`config.mk`:
```
export PLATFORM = sky130hd
export DESIGN_NAME = xif_issue_arbiter
export DESIGN_NICKNAME = d
export VERILOG_FILES = /design/src/rtl/xif_arb_pkg.sv /design/src/rtl/xif_owner_table.sv /design/src/rtl/xif_issue_arbiter.sv
export SDC_FILE = /design/constraint.sdc
export NUM_CORES = 1
export LEC_CHECK = 0
export BUFFER_PORTS_ARGS = -buffer_cell sky130_fd_sc_hd__buf_2
export CELL_PAD_IN_SITES_DETAIL_PLACEMENT = 1
export CELL_PAD_IN_SITES_GLOBAL_PLACEMENT = 1
export CORE_MARGIN = 2
export CORE_UTILIZATION = 36
export DETAILED_ROUTE_END_ITERATION = 16
export GPL_ROUTABILITY_DRIVEN = 0
export PLACE_DENSITY_LB_ADDON = 0.1
export REMOVE_ABC_BUFFERS = 1
export SLEW_MARGIN = 20
export SYNTH_ARGS = -nofsm -noshare
export SYNTH_HDL_FRONTEND = slang
export SYNTH_SLANG_ARGS = --single-unit
export TNS_END_PERCENT = 10
```
`constraint.sdc`:
```
create_clock -name clk_i -period 1.9 [get_ports clk_i]
set_input_delay 0.38 -clock clk_i [delete_from_list [all_inputs] [get_ports clk_i]]
set_output_delay 0.38 -clock clk_i [all_outputs]
set_load 0.05 [all_outputs]
```
`src/rtl/xif_arb_pkg.sv`:
```
// Shared types and constants for the X-interface issue arbiter.
package xif_arb_pkg;

  localparam int MAX_COPROC = 8;

  typedef enum logic [1:0] {
    IDLE  = 2'd0,
    BCAST = 2'd1,
    RESP  = 2'd2
  } state_t;

  typedef struct packed {
    logic       valid;
    logic [2:0] owner;
  } owner_entry_t;

endpackage

```
`src/rtl/xif_owner_table.sv`:
```
// Instruction-id to coprocessor ownership table.
// One write port and one clear port; a write and a clear to the same id in the
// same cycle keep the written entry. The read port is asynchronous and shows
// the state before this cycle's update. Entries are flops because every valid
// bit must clear on reset.
module xif_owner_table
  import xif_arb_pkg::*;
#(
  parameter int ID_W = 4
) (
  input  logic            clk_i,
  input  logic            rst_i,
  input  logic            wr_en_i,
  input  logic [ID_W-1:0] wr_id_i,
  input  logic [2:0]      wr_owner_i,
  input  logic            clr_en_i,
  input  logic [ID_W-1:0] clr_id_i,
  input  logic [ID_W-1:0] rd_id_i,
  output owner_entry_t    rd_entry_o
);

  localparam int DEPTH = 2 ** ID_W;

  owner_entry_t table_reg [DEPTH];

  genvar gi;
  generate
    for (gi = 0; gi < DEPTH; gi++) begin : g_entry
      // Per-entry update: write has priority over clear for the same id.
      always_ff @(posedge clk_i) begin
        if (rst_i) begin
          table_reg[gi] <= '0;
        end else if (wr_en_i && (wr_id_i == ID_W'(gi))) begin
          table_reg[gi].valid <= 1'b1;
          table_reg[gi].owner <= wr_owner_i;
        end else if (clr_en_i && (clr_id_i == ID_W'(gi))) begin
          table_reg[gi].valid <= 1'b0;
        end
      end
    end
  endgenerate

  assign rd_entry_o = table_reg[rd_id_i];

endmodule

```
`src/rtl/xif_issue_arbiter.sv`:
```
// Shares one X-interface issue channel among NUM_COPROC coprocessors.
// Each request is broadcast to every coprocessor; per-coprocessor handshakes
// are collected into a done mask, and once all have answered (or the wait
// times out) a single combined response is returned to the core. The
// accepting coprocessor is recorded per instruction id for later routing.
module xif_issue_arbiter
  import xif_arb_pkg::*;
#(
  parameter int  NUM_COPROC = 2,
  parameter int  ID_W       = 4,
  parameter int  TIMEOUT    = 64,
  localparam int OWNER_W    = (NUM_COPROC > 1) ? $clog2(NUM_COPROC) : 1
) (
  input  logic                  clk_i,
  input  logic                  rst_i,
  input  logic                  issue_valid_i,
  output logic                  issue_ready_o,
  input  logic [31:0]           issue_instr_i,
  input  logic [ID_W-1:0]       issue_id_i,
  output logic                  issue_accept_o,
  output logic                  issue_writeback_o,
  output logic [NUM_COPROC-1:0] cp_valid_o,
  input  logic [NUM_COPROC-1:0] cp_ready_i,
  input  logic [NUM_COPROC-1:0] cp_accept_i,
  input  logic [NUM_COPROC-1:0] cp_writeback_i,
  output logic [31:0]           cp_instr_o,
  output logic [ID_W-1:0]       cp_id_o,
  input  logic                  result_valid_i,
  input  logic [ID_W-1:0]       result_id_i,
  input  logic [ID_W-1:0]       query_id_i,
  output logic                  owner_valid_o,
  output logic [OWNER_W-1:0]    owner_o,
  output logic                  err_multi_o,
  output logic                  err_timeout_o
);

  localparam int CNT_W = $clog2(TIMEOUT);
  localparam logic [CNT_W-1:0] CNT_LAST = CNT_W'(TIMEOUT - 1);

  state_t                state_reg;
  logic [NUM_COPROC-1:0] done_reg;
  logic [NUM_COPROC-1:0] acc_reg;
  logic [NUM_COPROC-1:0] wb_reg;
  logic [CNT_W-1:0]      cnt_reg;
  logic [31:0]           instr_reg;
  logic [ID_W-1:0]       id_reg;
  logic                  ready_reg;
  logic                  accept_reg;
  logic                  wb_out_reg;
  logic [OWNER_W-1:0]    winner_reg;
  logic                  multi_reg;
  logic                  timeout_reg;

  logic [NUM_COPROC-1:0] hs;
  logic [NUM_COPROC-1:0] done_next;
  logic [NUM_COPROC-1:0] acc_next;
  logic [NUM_COPROC-1:0] wb_next;
  logic [OWNER_W-1:0]    win_idx;
  logic                  wb_sel;
  logic                  any_acc;
  logic                  multi_acc;
  logic                  all_done;
  owner_entry_t          lookup;

  // Broadcast valid: each coprocessor sees valid until its own handshake.
  assign cp_valid_o = (state_reg == BCAST) ? ~done_reg : '0;
  assign hs         = cp_valid_o & cp_ready_i;

  genvar gi;
  generate
    for (gi = 0; gi < NUM_COPROC; gi++) begin : g_capture
      // A coprocessor's accept/writeback is taken only in its handshake cycle.
      assign done_next[gi] = done_reg[gi] | hs[gi];
      assign acc_next[gi]  = hs[gi] ? cp_accept_i[gi]    : acc_reg[gi];
      assign wb_next[gi]   = hs[gi] ? cp_writeback_i[gi] : wb_reg[gi];
    end
  endgenerate

  assign all_done  = &done_next;
  assign any_acc   = |acc_next;
  // More than one bit set: clearing the lowest set bit leaves something.
  assign multi_acc = (acc_next & (acc_next - NUM_COPROC'(1))) != '0;

  // Winner select: lowest-index accepting coprocessor wins.
  always_comb begin
    win_idx = '0;
    wb_sel  = 1'b0;
    for (int k = NUM_COPROC - 1; k >= 0; k--) begin
      if (acc_next[k]) begin
        win_idx = OWNER_W'(k);
        wb_sel  = wb_next[k];
      end
    end
  end

  // Issue FSM: IDLE latches the request, BCAST collects handshakes, RESP answers.
  always_ff @(posedge clk_i) begin
    if (rst_i) begin
      state_reg   <= IDLE;
      done_reg    <= '0;
      acc_reg     <= '0;
      wb_reg      <= '0;
      cnt_reg     <= '0;
      instr_reg   <= '0;
      id_reg      <= '0;
      ready_reg   <= 1'b0;
      accept_reg  <= 1'b0;
      wb_out_reg  <= 1'b0;
      winner_reg  <= '0;
      multi_reg   <= 1'b0;
      timeout_reg <= 1'b0;
    end else begin
      ready_reg   <= 1'b0;
      multi_reg   <= 1'b0;
      timeout_reg <= 1'b0;
      case (state_reg)
        IDLE: begin
          if (issue_valid_i) begin
            instr_reg <= issue_instr_i;
            id_reg    <= issue_id_i;
            done_reg  <= '0;
            acc_reg   <= '0;
            wb_reg    <= '0;
            cnt_reg   <= '0;
            state_reg <= BCAST;
          end
        end
        BCAST: begin
          done_reg <= done_next;
          acc_reg  <= acc_next;
          wb_reg   <= wb_next;
          cnt_reg  <= cnt_reg + CNT_W'(1);
          // Unanswered coprocessors never captured an accept, so a timeout
          // naturally treats them as rejecting.
          if (all_done || (cnt_reg == CNT_LAST)) begin
            state_reg   <= RESP;
            ready_reg   <= 1'b1;
            accept_reg  <= any_acc;
            wb_out_reg  <= any_acc & wb_sel;
            winner_reg  <= win_idx;
            multi_reg   <= multi_acc;
            timeout_reg <= ~all_done;
          end
        end
        RESP: begin
          state_reg <= IDLE;
        end
        default: begin
          state_reg <= IDLE;
        end
      endcase
    end
  end

  assign issue_ready_o     = ready_reg;
  assign issue_accept_o    = accept_reg;
  assign issue_writeback_o = wb_out_reg;
  assign err_multi_o       = multi_reg;
  assign err_timeout_o     = timeout_reg;
  assign cp_instr_o        = instr_reg;
  assign cp_id_o           = id_reg;

  xif_owner_table #(
    .ID_W (ID_W)
  ) u_owner_table (
    .clk_i      (clk_i),
    .rst_i      (rst_i),
    .wr_en_i    (ready_reg & accept_reg),
    .wr_id_i    (id_reg),
    .wr_owner_i (3'(winner_reg)),
    .clr_en_i   (result_valid_i),
    .clr_id_i   (result_id_i),
    .rd_id_i    (query_id_i),
    .rd_entry_o (lookup)
  );

  assign owner_valid_o = lookup.valid;
  assign owner_o       = lookup.owner[OWNER_W-1:0];

endmodule
```
Word level (Yosys, flattened, before mapping)
Memory sizes are Yosys's and may differ from the RTL's.
Index checks and enable logic that the tools add are counted.
Word-level totals
  bits in registers: 56
  RAM bits: 32
  output and inout bits: 45
  word-level logic and storage cells: 335
  memories: 1
Cells by class
  add/sub/neg operators: 2
  equal/unequal tests: 34
  muxes and demuxes: 181
  bitwise logic cells: 58
  reductions and logical operators: 46
Memories
  u_owner_table.table_reg: depth 16, bits a word 2, rd ports 1, clocked after Yosys merged registers in 0, write ports 16, line xif_owner_table.sv:24  | owner_entry_t table_reg [DEPTH];
Operators with widths (number)
  $mux W1: 171
  $eq A4 B4 Y1 const B: 16
  $or A1 B1 Y1: 50
  $eq A4 B3 Y1 const B: 8
  $logic_and A1 B1 Y1: 32
  $eq A4 B2 Y1 const B: 4
  $pmux W2 S2: 4
  $pmux W6 S2: 1
  $reduce_and A2 Y1: 5
  $eq A4 B1 Y1 const B: 2
  $logic_not A4 Y1: 2
  $mux W2: 4
  $add A6 B1 Y6 const B: 1
  $eq A6 B6 Y1 const B: 1
  $mux W6: 1
  $and A2 B2 Y2: 2
  $reduce_bool A2 Y1: 2
  $reduce_or A2 Y1: 2
  $not A1 Y1: 3
  $reduce_or A3 Y1: 1
  $and A1 B1 Y1: 2
  $eq A2 B1 Y1 const B: 1
  $logic_not A2 Y1: 1
  $ne A2 B1 Y1 const B: 1
  4 further kinds: 4

Longest topological paths before layout
  depth in word-level cells: 8
  depth in mapped cells: 6
  depth with buffers taken out: 5

By module
Synthesis repeated with hierarchy kept, for this count alone.
Unflattened totals
  cells, all modules: 498
  area, all modules: 5410.2 um2
Modules (own cells, without submodules)
  xif_owner_table: times used 1, cells an instance 229, area each 3210.6 um2, sequential area each 1921.8 um2
  xif_issue_arbiter: times used 1, cells an instance 269, area each 2199.6 um2, sequential area each 1121.1 um2

Least setup slack after synthesis
Ideal clock, no wire load.
  path type: input-to-output
  from: input query_id_i[0]
  to: output owner_o
  arrival: 1.655 ns
  path slack: -0.135 ns
  stages on the path: 3
  path buffers: 1
  cells stage by stage: buf_6 > mux4_1 > mux4_2
Between the ends
  cells in the longest elaborated chain, start to end: 1
Ends and longest elaborated chain
  from (decl): line xif_issue_arbiter.sv:30  | input logic [ID_W-1:0] query_id_i,
  $mem_v2 Z16 W2
  to (decl): line xif_issue_arbiter.sv:32  | output logic [OWNER_W-1:0] owner_o,
No other way between the ends.

Worst setup path in the final report
  from: memory u_owner_table.table_reg[15][0] in the netlist's numbering
  to: output owner_o
Between the ends
  cells in the longest elaborated chain, start to end: 1
Ends and longest elaborated chain (line)
  from (decl): xif_owner_table.sv:24
  $mem_v2 Z16 W2
No other way between the ends.

==> run metrics <==
MaxCap Viol Count=0; failing checks=negative setup slack; ys async rst share=0%; Max rail drop VDD=approximately 400 uV; post-DR vias/cell=5.08; Root Driver=clkbuf_8; Avg Cell Area, Syn=9.49 um2; sequential fraction of the synthesis area=53.2%; fin worst setup slack=-380 ps; critical path class=flip-flop to output pin; drt pass-1 iters=4; DRT iter0 DRCs=92; startpoint class of the critical path=flip-flop; Cell Pwr Density=873 nW/um2; Hold Slack=~250 ps; total gr overflow=0; DR top layer=met4; Gate Count Post-Synth=412; core area=~11000 um2; area grow syn2layout=24.3%; Int Power=0.00305 W; Reg power frac=48.8%; Worst Setup End Kind=output pin; nets=570; Tightest Pin Transition=approximately 530 ps; most frequent cells in the layout=nand2_1 (102), buf_2 (95), dfxtp_1 (56), nor2_1 (48), a21oi_1 (43); Max-slew headroom=64.9%; Core Util, Final=45.4%; skew final=8.17 ps; met3 WL=358 um; GRT Total Usage=18.9%; clk_lat worst skew=~360 ps; setup repair bufs after CTS=0; Clock transition at path regs=90 ps; initial antenna violation count=0; Synth area leader=dfxtp_1; Die Y=108 um; metal2 WL=5460 um; worst endpoint required time=about 1500 ps; Buffers on Ports=98; layout cells sized above 1=about 30%; first-pass GRT wire length=16800 um; routed length on met1=4850 um; Mapped Area=a little under 4000 um2; I/O Pins=99; final-layout fill cell count=1288; DIE WIDTH=108 um; Hold Path Class=input port to flip-flop; H-tree depth=3; worst-path fanout max=1; routed vias=3356; LEAKAGE=2.02 nW; switch share=28.1%; vias in the first global route=between 3000 and 4000; Inserted Clock Buffers=9; unique cell type count in the Yosys netlist=between 40 and 50; # DRC=0; Fin. Hold Viols=0; r2r worst-path depth=4; Warnings, synthesis=0; Tcrit/Tclk final=120%; outcome=finished with violations; post-route ant nets=0; setup repair after global routing missed its margin=true; CTS tree=done; number of enable flip-flop cells after synthesis=32; final setup fails=2; starting density of the core=roughly 37%; WP data arrival=roughly 1900 ps; hold depth=3; dpl hpwl=8040 um; achievable frequency=439 MHz; Antenna Cells=0; Seq cells post-synth=88; Post-Route WL=10800 um; clock network power share=a little over a third; Psw=between 0.001 and 0.0015 W; row cnt=38; share of the synthesized area in the top cell type=28.7%; Routed wire per std cell=about 16 um; main flop type after synthesis=dfxtp_1; largest net degree at the start of global routing=40; commonest non-fill, non-tap cell in the layout=nand2_1; combinational power share=16.2%; Tmin final=2280 ps; final max-slew violation count=0; Clock Path Buffers=2; ranking of synthesized cells by area=dfxtp_1 (29%), edfxtp_1 (25%), nand2_1 (9.8%); Sink Count=88; die area=11700 um2
synthesized netlist by cell type (all sizes together), types with 9 or more instances:
master and number:
a21o 10, a21oi 43, clkbuf 18, dfxtp 56
edfxtp 32, mux4 10, nand2 102, nand3 10
nor2 48, nor3 12, o21ai 9, o21bai 9
path summary, 6_finish.rpt:
kind,startpoint,to,slack [ps]
worst max register to register,state_reg[0]$_SDFFE_PP0P_,winner_reg$_SDFFE_PP0P_,170
worst max-delay path,u_owner_table.table_reg[15][0]$_DFFE_PP_,owner_o,-380
worst min-delay path,issue_instr_i[19],cp_instr_o[19]$_SDFFE_PP0P_,250
worst min register to register,cp_instr_o[6]$_SDFFE_PP0P_,cp_instr_o[6]$_SDFFE_PP0P_,460
metal layers:
layer	vias to the layer above	global-route usage, %
met4	0	6.04
met2	71	32.7
met5	-	0
met1	1641	24.4
li1	1635	-
met3	9	2.47
cell type report:
cell class              count  area (um2)  area share [%]
clock inverters             4        47.5           0.978
repair buffers            116         657            13.5
well taps                 140         175            3.60
multi-input cells         297        1700            35.0
clock buffers              12         188            3.86
flip-flops and latches     88        2080            42.8
inverters                   3        11.3           0.232
critical path, cell delays in order, from the launching register on:
cell and delay, ps:
edfxtp_1 390, mux4_2 470, mux4_2 510, buf_8 170
kinds of logic (layout without fill, tap and decap cells):
family          after synthesis  in the layout  synth area share (%)
compound gates               80             80                  12.5
simple gates                197            197                  22.1
fa+ha+maj                     1              1                 0.320
buf+inv                      27            135                  2.94
flops                        88             88                  53.2
mux                          19             19                  8.93
stage by stage:
stage | area (um2) | setup TNS, ps | setup WS (ps) | total power [W] | cells
finish | 4860 | -739 | -380 | 0.00424 | 660
global route | 4860 | -824 | -423 | 0.00440 | 660
CTS | 4860 | -762 | -387 | 0.00429 | 660
detailed placement | 4620 | -872 | -448 | 0.00280 | 644
global placement | 4620 | -843 | -436 | 0.00278 | 644
floorplan | 3810 | -43000 | -1280 | 0.00253 | 388
power by group through the flow:
| stage | combinational [W] | sequential [W] | clock [W] |
|---|---|---|---|
| after floorplan | 0.000256 | 0.00227 | 0 |
| after global placement | 0.000671 | 0.00211 | 0 |
| after detailed placement | 0.000680 | 0.00212 | 0 |
| after CTS | 0.000695 | 0.00207 | 0.00152 |
| after global routing | 0.000744 | 0.00208 | 0.00158 |
| final | 0.000686 | 0.00207 | 0.00148 |
what timing repair did:
action                                  in CTS  in global routing
endpoints found under the setup margin       2                  2
pin swaps                                    0                  0
hold buffers                                 0                  0
gates resized for setup                     11                  0
Power figures use the tool's default switching activity.
